<file path="src/rtl/riscv_regfile_wb_arbiter.sv">
// ----------------------------------------------------------------------------
// riscv_regfile_wb_arbiter
//
// Shares the register file's single write port between two writeback sources:
// src0 (ALU / execute) and src1 (load unit). A valid/ready handshake selects at
// most one source per cycle. The selected write is registered onto the regfile
// write port, so the regfile captures it one edge after it is accepted.
//
// A 32-entry pending-write scoreboard tracks destination registers reserved by
// decode at issue. A busy bit clears only at the edge where the regfile
// captures the matching write, so decode can never read stale data after busy
// drops.
//
// Parameters
//   XLEN      data width
//   ARB_MODE  0 = round-robin, 1 = fixed priority (src1 / load always wins)
//
// Ports
//   i_clk, i_rst                  clock, synchronous active-high reset
//   i_wb0_valid/addr/data         src0 write request
//   o_wb0_ready                   src0 granted this cycle (combinational)
//   i_wb1_valid/addr/data         src1 write request
//   o_wb1_ready                   src1 granted this cycle (combinational)
//   i_sb_set_valid/addr           decode reserves a destination register
//   o_sb_busy                     per-register pending-write flags (bit 0 = 0)
//   o_sb_err                      sticky: reservation of an already-busy register
//   o_regfile_rd_wen/addr/data    registered write port to the register file
// ----------------------------------------------------------------------------
module riscv_regfile_wb_arbiter #(
   parameter int unsigned XLEN     = 32,
   parameter int unsigned ARB_MODE = 0
) (
   input  logic            i_clk,
   input  logic            i_rst,

   input  logic            i_wb0_valid,
   output logic            o_wb0_ready,
   input  logic [4:0]      i_wb0_addr,
   input  logic [XLEN-1:0] i_wb0_data,

   input  logic            i_wb1_valid,
   output logic            o_wb1_ready,
   input  logic [4:0]      i_wb1_addr,
   input  logic [XLEN-1:0] i_wb1_data,

   input  logic            i_sb_set_valid,
   input  logic [4:0]      i_sb_set_addr,
   output logic [31:0]     o_sb_busy,
   output logic            o_sb_err,

   output logic            o_regfile_rd_wen,
   output logic [4:0]      o_regfile_rd_addr,
   output logic [XLEN-1:0] o_regfile_rd_data
);

   // -------------------------------------------------------------------------
   // State
   // -------------------------------------------------------------------------
   // prio_q names the source that wins the next contended cycle in round-robin
   // mode (0 = src0, 1 = src1). It moves only when a grant is issued.
   logic            prio_q, prio_d;

   logic            wen_q, wen_d;
   logic [4:0]      addr_q, addr_d;
   logic [XLEN-1:0] data_q, data_d;

   logic [31:0]     busy_q, busy_d;
   logic            err_q, err_d;

   // -------------------------------------------------------------------------
   // Arbitration
   // -------------------------------------------------------------------------
   logic gnt0, gnt1;

   // Grants look only at the valids and the priority pointer, never at the
   // request payload. Both readies are held low during reset.
   always_comb begin
      gnt0 = 1'b0;
      gnt1 = 1'b0;
      if (!i_rst) begin
         if (i_wb0_valid && i_wb1_valid) begin
            if (ARB_MODE == 1) begin
               gnt1 = 1'b1;
            end else if (prio_q) begin
               gnt1 = 1'b1;
            end else begin
               gnt0 = 1'b1;
            end
         end else begin
            gnt0 = i_wb0_valid;
            gnt1 = i_wb1_valid;
         end
      end
   end

   assign o_wb0_ready = gnt0;
   assign o_wb1_ready = gnt1;

   // -------------------------------------------------------------------------
   // Write-port next state
   // -------------------------------------------------------------------------
   logic            xfer;
   logic [4:0]      sel_addr;
   logic [XLEN-1:0] sel_data;
   logic            commit;

   always_comb begin
      xfer     = gnt0 | gnt1;
      sel_addr = gnt1 ? i_wb1_addr : i_wb0_addr;
      sel_data = gnt1 ? i_wb1_data : i_wb0_data;
      // Writes to x0 complete the handshake but never reach the regfile.
      commit   = xfer && (sel_addr != 5'd0);

      wen_d    = commit;
      addr_d   = commit ? sel_addr : addr_q;
      data_d   = commit ? sel_data : data_q;

      prio_d   = prio_q;
      if (gnt0) begin
         prio_d = 1'b1;
      end else if (gnt1) begin
         prio_d = 1'b0;
      end
   end

   // -------------------------------------------------------------------------
   // Scoreboard next state
   // -------------------------------------------------------------------------
   logic [31:0] clr_vec;
   logic [31:0] set_vec;

   always_comb begin
      clr_vec = 32'd0;
      set_vec = 32'd0;
      // Clear on the edge where the regfile captures the registered write.
      if (wen_q) begin
         clr_vec = 32'd1 << addr_q;
      end
      if (i_sb_set_valid && (i_sb_set_addr != 5'd0)) begin
         set_vec = 32'd1 << i_sb_set_addr;
      end

      // Set is applied after clear, so a same-cycle set/clear leaves the bit 1.
      busy_d    = (busy_q & ~clr_vec) | set_vec;
      busy_d[0] = 1'b0;

      // A reservation that collides with a write committing this same edge is
      // a normal re-issue, not an error.
      err_d = err_q | (|(set_vec & busy_q & ~clr_vec));
   end

   // -------------------------------------------------------------------------
   // Registers
   // -------------------------------------------------------------------------
   always_ff @(posedge i_clk) begin
      if (i_rst) begin
         prio_q <= 1'b0;
         wen_q  <= 1'b0;
         addr_q <= 5'd0;
         data_q <= '0;
         busy_q <= 32'd0;
         err_q  <= 1'b0;
      end else begin
         prio_q <= prio_d;
         wen_q  <= wen_d;
         addr_q <= addr_d;
         data_q <= data_d;
         busy_q <= busy_d;
         err_q  <= err_d;
      end
   end

   assign o_regfile_rd_wen  = wen_q;
   assign o_regfile_rd_addr = addr_q;
   assign o_regfile_rd_data = data_q;
   assign o_sb_busy         = busy_q;
   assign o_sb_err          = err_q;

endmodule

</file>
<file path="config.mk">
export PLATFORM = sky130hd
export DESIGN_NAME = riscv_regfile_wb_arbiter
export DESIGN_NICKNAME = d
export VERILOG_FILES = /design/src/rtl/riscv_regfile_wb_arbiter.sv
export SDC_FILE = /design/constraint.sdc
export NUM_CORES = 1
export LEC_CHECK = 0
export CORE_MARGIN = 1.5
export CORE_UTILIZATION = 46
export CTS_CLUSTER_SIZE = 12
export DETAILED_ROUTE_END_ITERATION = 6
export PLACE_DENSITY = 0.95
export SYNTH_ARGS = -nofsm -noshare
export SYNTH_HDL_FRONTEND = slang
export SYNTH_SLANG_ARGS = --single-unit
</file>
<file path="constraint.sdc">
create_clock -name i_clk -period 3 [get_ports i_clk]
set_input_delay 0.3 -clock i_clk [delete_from_list [all_inputs] [get_ports i_clk]]
set_output_delay 0.3 -clock i_clk [all_outputs]
set_load 0.01 [all_outputs]
</file>
Yosys cells after proc, flatten, opt, wreduce, memory -nomap -nowiden
Cells that the tools add are included.

Memory bits (writable): 0. Word-level logic and storage cells: 35. ROM bits: 0. Memories kept: 0. Register bits after elaboration: 72. Output and inout port bits: 73. Bits in latches: 0. Bits of input ports: 84.

Magnitude comparators: 0. Div/mod/pow operators: 0. Add/subtract/negate cells: 0. Bitwise operators: 7. Reductions and logical operators: 7. Shifts and indexed selects: 2. Equality and inequality tests: 0. $mul: 0. Mux-type cells: 12.

Operator list (number): 32-bit AND (3); 32-bit two-way mux (3); 1-bit by 5-bit << shifter with 32-bit output, first input constant (2); 32-bit inverter (1); 32-bit bitwise OR (1); 32-bit OR reduction (1); 5-bit nonzero test (2); 1-bit two-way mux (8); 5-bit two-way mux (1); 1-bit logical AND (3); 1-bit bitwise OR (2); 2-bit nonzero test (1).

Logic depth before layout (Yosys ltp)
Gate-level depths: netlist (run 1).

Depth in word-level cells: 7. Mapped depth: 6. Depth with buffers taken out: 5.

Least setup slack after synthesis (run 1)
OpenSTA, ideal clock, no wires.

Path kind: input-to-reg. Start point: input port i_wb0_addr[3]. End point: register data_q[0], in the netlist o_regfile_rd_data[0]. Library setup time: 0.146 ns. Data arrival time: 1.571 ns. Buffers on the path: 1. Data required time: 2.854 ns. Setup slack: 1.283 ns. Cell stages on the path: 6. Cells stage by stage: or4_1 -> a21oi_2 -> o211ai_2 -> buf_2 -> a21oi_2 -> a211oi_2.

Word-level cells in the longest chain between the ends: 3.

RTL lines: start: declaration (line 38) `input logic [4:0] i_wb0_addr,`; 5-bit two-way mux (line 109) `sel_addr = gnt1 ? i_wb1_addr : i_wb0_addr;`; 5-bit nonzero test (line 112) `commit = xfer && (sel_addr != 5'd0);`; 1-bit logical AND (line 112); end signal: assignment (line 167) `data_q <= data_d;`; end: declaration (line 65) `logic [XLEN-1:0] data_q, data_d;`.

No other way between the ends. A chain may end at the register's enable or synchronous reset.

Worst setup path in the final report (run 1)
Start point: input port i_wb1_valid. End point: register data_q[23], in the netlist o_regfile_rd_data[23].

Word-level cells in the longest chain between the ends: 6. Elaborated cells between the ends (all ways): 10. Those cells by class: mux: 6; bitwise: 1; reduce/logical: 3.

RTL lines: start: declaration (line 41) `input logic i_wb1_valid,`; 1-bit logical AND (line 81) `if (i_wb0_valid && i_wb1_valid) begin`; 1-bit two-way mux (line 81); 1-bit two-way mux (line 80) `if (!i_rst) begin`; 5-bit two-way mux (line 109); 5-bit nonzero test (line 112); 1-bit logical AND (line 112).

Several ways; a longest one is shown, not always the timed one.

==> results list, run 1 <==
- The number of pins with negative max-slew slack in the final report was 0.
- For this run, the total global-route usage over all layers was measured as 27.2%.
- In the layout the commonest cells are clkdlybuf4s50_1, dfxtp_1, a21oi_1.
- Total power per unit cell area: 421 nW/um^2
* Distinct cell type count of the synthesized netlist: 44
- Residual DRC: 0
- Derived from the worst setup path, the maximum achievable clock frequency is 0.401 GHz.
* Beginning of the critical path: i_wb1_valid
- Port buffering added 155 buffers.
- Synth top area cells: dfxtp_1, a211oi_2, mux2i_1
- Summed over all cells, the static leakage comes to 0.00177 uW.
* Internal Power: 1670 uW
- STA classifies the critical path endpoint as a flop.
- After filler insertion, the fill cell instance count of the layout stands at 565.
- Routability-driven placement congestion ratio: 0.907
* Ordered list of cells on the worst path: clkdlybuf4s50_1 > nor2b_1 > nand3_1 > o211a_4 > nor2_4 > a211oi_1
* Die H: 92.5 microns
- Crit path DAT: 2.66 ns
- Total placed cells including tap cells: 622
* Worst-Margin Slew: 1.12 ns
- The tightest min-delay check is of the in -> reg type.
- Core Area: 7730 sq um
* Worst Path Buf+Inv: 1
- Synth Flop Type: dfxtp_1
- The initial utilization of the core area, before any placement, comes to 47.7%.
* Number of levels in the clock H-tree: 3
* VDD IR-drop max: 0.414 mV
- CTS placed an instance of clkbuf_8 at the clock tree root.
- Hold path startpoint: i_rst
* TritonCTS clock tree: done
- Sw Ratio: 27.8%
- After the last flow step, the layout net total stands at 615.
- Resized cells post-CTS: 0
* Net switching power figure: 642 uW
- The routed design has 12.0 mm of wire.
* First-pass iteration count of the detailed router: 5
- In this run the cell area of the synthesized design comes to 3680 sq um.
- Number of rows created at floorplan: 32
- Leaving out fill and tap cells, the most frequent cell in the layout is clkdlybuf4s50_1.
* Avg Synthesized Cell Area: 9.47 sq um
* Fraction of post-synthesis cell area in the top cell type by area: 38.6%
- # clock sinks: 71
- Depth of the most critical reg-to-reg path: 5
- Library cell with the largest summed area after synthesis: dfxtp_1
- The number of hold violations in the final report was 0.
- Share of total power in sequential cells: 44.8%
- Counting every instance in the synthesized netlist gives 389.
- Antenna violations before repair: 0
- The number of global-route vias before repair is 3588.
- Setup violations remaining at the end of the flow were counted as 0.
- For this run, the slowest stage of the critical path takes 0.85 ns.
* Final critical-path share of the clock period: 83.0%
* Critical path depth in cells: 6
* Max cap viols: 0
* Global-route wire length before repair: 18.3 mm
- Maximum count of clock buffers along a single path: 2
- After synthesis, the share of flip-flops with an asynchronous set or reset is 0%.
* Element type at the critical path start: primary input
- After clock tree synthesis, the clock-pin slew on the worst setup and hold paths is 0.08 ns.
- Synthesis produced a netlist with a net count of 473.
* Cell with the biggest individual delay on the critical path: nor2_4
- Clock Power Share: 32.9%
- Along the worst hold path, the cell count comes to 2.
* Initial DRC Count: 344
- In this run the count of I/O pins placed on the die edge is 157.
- After synthesis, flip-flops and latches occupy 38.6% of the total area.
* Number of vias per cell after detailed routing: 6.01
- Global routing finished with a remaining overflow of 0.
- The die covers 8550 sq um.
- Number of antenna diodes: 0
- The synthesized design contains 0 enable-type register cells.
* Routed wirelength normalized by instance count: 18.8 microns
* RSZ-0062 raised after global routing: false
- Cts bufs inserted: 9
* Largest net degree at the start of global routing: 37
- Subtracting the final worst setup slack from the clock period gives 2.49 ns.
- The Yosys step of the flow raised 0 warnings.
- For the final database, setup skew stands at 0.00689 ns.
* Biggest fanout along the worst timing path: 34
* Post-CTS Setup Repair Bufs: 0
- Status: completed
- At the later pin of the worst-skew pair, clock insertion delay measures 0.35 ns.
- Number of synthesized register bits: 71
- Hold repair after CTS inserted 0 buffers.
* FF-to-FF Start: prio_q
* Family of cells with the greatest summed delay on the critical path: simple AND/OR/NAND/NOR gates
- Setup Total Neg Slack: 0 ns
- Final antenna-violating net count: 0
- Vias after detailed routing: 3829
- At the worst endpoint, the required time is 3.17 ns.
- Excluding fillers, the count of instances in the completed layout stands at 637.
- Die Span X: 92.5 microns
* Sum of net half-perimeters after detailed placement: 8.72 mm
* Slew HR: 25.3%
- Power share of the combinational group: 22.4%
- Area Overhead vs Synth: 49.3%
- Share of cells above drive strength 1: 16.1%
- Classification of the worst setup path: in -> reg
[cell usage after synthesis, types with 2 or more instances]
master,count
a211oi_1,5
a211oi_2,29
a21oi_1,50
a21oi_2,21
and4b_1,3
buf_1,2
buf_2,6
buf_6,3
clkbuf_1,21
dfxtp_1,71
mux2_2,3
mux2i_1,33
nand2_1,32
nand2b_1,5
nand4_1,2
nand4b_1,3
nand4bb_1,3
nor2_1,5
nor2_4,2
nor2b_1,3
nor4_1,3
nor4bb_1,2
o2111ai_1,20
o21ai_0,29
o21ai_1,9
o22ai_1,5
or2_2,2
[flip-flops by register name, indices dropped and copies added (netlist names)]
signal and flops:
o_sb_busy 31, o_regfile_rd_wen 1, o_regfile_rd_addr 5, o_regfile_rd_data 32
o_sb_err 1, prio_q 1
[logic make-up (layout without fill, tap and decap cells)]
logic type	Yosys count	count (layout)	synth area share, %
AOI/OAI and AO/OA	171	171	34.4
buffers and inverters	34	180	4.38
DFF	71	71	38.6
muxes	36	36	9.88
other	1	1	0.102
and+or+nand+nor	76	76	12.6
[power groups by stage]
stage	Sequential (uW)	Clock [uW]	Combinational, uW
after floorplan	1070	0	228
after global placement	1050	0	496
after detailed placement	1050	0	513
after CTS	1030	766	515
after global routing	1040	798	546
final	1040	760	517
[layer usage]
layer / GRT usage (%) / up-vias / part of all wire [%]
met2: 46.0 / 219 / 50
li1: - / 1778 / -
met1: 33.3 / 1790 / 39
met4: 11.9 / 0 / 3.3
met3: 5.34 / 42 / 7.2
met5: 0 / - / 0
[cell type report]
| cell class | count | area, sq um | share of cell area, % |
|---|---|---|---|
| Inverter | 1 | 3.75 | 0.0683 |
| Clock inverter | 3 | 43.8 | 0.797 |
| Timing Repair Buffer | 164 | 1640 | 29.8 |
| Tap cell | 102 | 128 | 2.32 |
| Clock buffer | 12 | 145 | 2.64 |
| Sequential cell | 71 | 1420 | 25.9 |
| Multi-Input combinational cell | 284 | 2120 | 38.5 |
[stage by stage]
stage | instance area (sq um) | power, uW | utilization [%] | hold WS (ns) | setup WS, ns
2_1_floorplan | 3680 | 1300 | - | 0.467 | 1.28
3_3_place_gp | 5310 | 1550 | 68.7 | 0.482 | 0.321
3_5_place_dp | 5310 | 1570 | 68.7 | 0.492 | 0.135
4_1_cts | 5500 | 2310 | 71.1 | 0.229 | 0.514
5_1_grt | 5500 | 2390 | 71.1 | 0.255 | 0.272
6_report | 5500 | 2310 | 71.1 | 0.239 | 0.509
[worst paths after layout]
check	end	slack, ns
worst max-delay path	o_regfile_rd_data[23]	0.51
worst max register to register	o_regfile_rd_data[23]	0.68
worst min register to register	o_sb_busy[24]	0.50
worst min-delay path	prio_q	0.24
No activity file was read; power rests on OpenSTA's default activity.
==> inputs of run 2 (changes only) <==
CORE_UTILIZATION = 43   (was 46)
PLACE_DENSITY = 0.9   (was 0.95)
clock period = 2.5 ns   (was 3 ns; I/O delays follow)
==> run 2 against run 1 <==
Net effect: critical endpoint unchanged; first-iteration DRC count shrank 11%; non-clock buffer count grew 9; routed wire length grew 1.4%; sequential power grew 19%; critical path depth is the same; critical path type unchanged; clock-buffer cell count shrank 3; clock power grew 22%; via count is essentially flat; register-to-register slack lost 0.34 ns; largest cell class unchanged; sequential share of layout area shrank 0.37 points.
==> results list, run 2 (same netlist as run 1, synthesis figures left out) <==
* Status: completed
- Gates resized during post-CTS repair numbered 0.
- Clock-pin slew on the worst setup and hold paths: 0.08 ns
- Final critical-path share of the clock period: 91.6%
- Core Area: 8260 sq um
- Ordered list of cells on the worst path: clkdlybuf4s50_1 > nor2b_1 > a21oi_2 > o211a_4 > nor2_4 > a211oi_1
* Critical path depth in cells: 6
- Max cap viols: 0
* Post-CTS Setup Repair Bufs: 0
* Final Util: 67.5%
- The initialized floorplan defines 33 standard-cell rows.
* Hold Buf Count CTS: 0
- Across the VDD grid, the largest voltage drop is 0.355 mV.
* Number of top-level pins: 157
- Multi-input combinational cell area: 2120 sq um
* Hold path startpoint: i_rst
* Required @ worst endpoint: 2.68 ns
- Broken down by cell family, the worst path's largest delay share belongs to simple AND/OR/NAND/NOR gates.
- Element type at the critical path start: primary input
- The initial antenna violation count was 0.
* Amount of wire on met3 after detailed routing: 907 microns
* Most common cell after layout, fill and taps aside: clkdlybuf4s50_1
* Number of levels in the clock H-tree: 3
- Leakage: 0.00181 uW
- In this run the critical register-to-register path is captured at o_regfile_rd_data[23].
- Tmin final: 2.29 ns
- 0 antenna diodes ended up in the layout.
- Die Span X: 95.6 microns
* Register-to-register setup slack: 0.34 ns
* Sum of net half-perimeters after detailed placement: 8.75 mm
- The clock drives 71 sinks.
- No sink is reached through more buffers than the 2 on the longest clock path.
* Worst Setup Slack, final: 0.211 ns
* Initial Util: 44.6%
- Tightest Hold Check Type: in -> reg
* Register Area: 1420 sq um
* Clock root buffer master: clkbuf_8
* Final number of hold-violating endpoints: 0
* Filler Cell Count: 650
- Based on the critical path, the design can be clocked at up to 0.437 GHz.
- Setup-failing EPs final: 0
* Setup slack at placement: -0.178 ns
* CP max stage delay: 0.86 ns
- Max reg flops: 32
- TritonCTS built the clock tree.
- Die area: 9130 sq um
- At the pin with the least slew margin, the transition time is 1.13 ns.
- The first detailed-routing pass ran for 7 iterations.
- Biggest fanout along the worst timing path: 34
- Worst Path Buf+Inv: 1
- In the final design database the tool counted 624 nets.
- Initial DRC Count: 306
- Summing over every cut layer, the via total after detailed routing is 3830.
- Die H: 95.6 microns
* Cts bufs inserted: 9
* Cell with the biggest individual delay on the critical path: nor2_4
* FF-to-FF Start: prio_q
- Dividing total power by cell area gives a power density of 502 nW/um^2.
- Residual DRC: 0
- For this block, wires on met1 add up to 4.76 mm.
- Area Overhead vs Synth: 51.4%
* Critical Path End Type: flop
- The critical path ends at o_regfile_rd_data[23].
- Number of global-route vias before repair: 3632
- Global-route wire length before repair: 18.2 mm
- At the end of routability-driven placement, the weighted congestion stood at 0.928.
- The number of pins with negative max-slew slack in the final report came to 0.
- Hold Path Stages: 4
- Setup repair after global routing left no endpoint under its margin.
* Routed wirelength normalized by instance count: 18.7 microns
- The count of nets left with antenna violations once routing finished came out at 0.
* Count of buffers inserted at the top-level ports: 155
- For this block, the routed nets add up to 12.1 mm of wire.
* Slew HR: 24.5%
- The setup path with the least slack is of type in -> reg.
- Final clock skew: 0.00575 ns
* Crit path DAT: 2.47 ns
* Largest net degree at the start of global routing: 40
- Across every metal layer, demand over resource in global routing totals 25.9%.
* Max layer used: met4
- Latest clock arrival within the worst-skew pair: 0.35 ns
* Depth of the most critical reg-to-reg path: 5
- Of the cells placed in the final design, the portion with a size suffix greater than 1 is 18.0%.
- The library cells used most frequently in the layout, excluding fill and tap cells, are clkdlybuf4s50_1, dfxtp_1, a21oi_1.
- Beginning of the critical path: i_wb1_valid
* Number of vias per cell after detailed routing: 5.89
* Met2 wirelength from detailed routing: 6.13 mm
* Overflow left after global routing: 0
## run 2: report_power, final
group,total (uW),internal [uW],switching [uW]
Sequential,1240,1190,49.3
Clock,929,462,467
Combinational,631,338,293
## run 2: how the worst min path moves through the flow
stage                                 endpoint  slack (ns)
after floorplan                         prio_q        0.43
after global placement                  prio_q        0.48
after detailed placement         o_sb_busy[26]        0.49
after CTS                 o_regfile_rd_addr[1]        0.41
after global routing      o_regfile_rd_addr[1]        0.43
final                     o_regfile_rd_addr[1]        0.42
## run 2: metal layers
layer | track usage, % | vias up
met4 | 8.95 | 0
li1 | - | 1794
met5 | 0 | -
met3 | 6.38 | 40
met2 | 43.5 | 197
met1 | 32.1 | 1799
## run 2: layout make-up
cell class	instances	area share, %
multi-input cells	284	38.0
repair buffers	173	30.6
flip-flops and latches	71	25.5
well taps	105	2.36
clock buffers	9	2.22
clock inverters	7	1.30
inverters	1	0.0673
## run 2: metrics by stage
| stage | cells | total power, uW | hold WS, ns | setup TNS [ns] | area [sq um] |
|---|---|---|---|---|---|
| 6_report | 650 | 2800 | 0.417 | 0 | 5580 |
| 2_1_floorplan | 389 | 1560 | 0.432 | 0 | 3680 |
| 3_5_place_dp | 634 | 1890 | 0.492 | -4.44 | 5380 |
| 3_3_place_gp | 634 | 1870 | 0.485 | -0.905 | 5380 |
| 5_1_grt | 650 | 2910 | 0.427 | 0 | 5580 |
| 4_1_cts | 650 | 2800 | 0.413 | 0 | 5580 |
## run 2: worst min-delay path, cell delays in order
cell     delay, ns
buf_2         0.12
or2_2         0.17
o21ai_1       0.07
a21oi_1       0.12
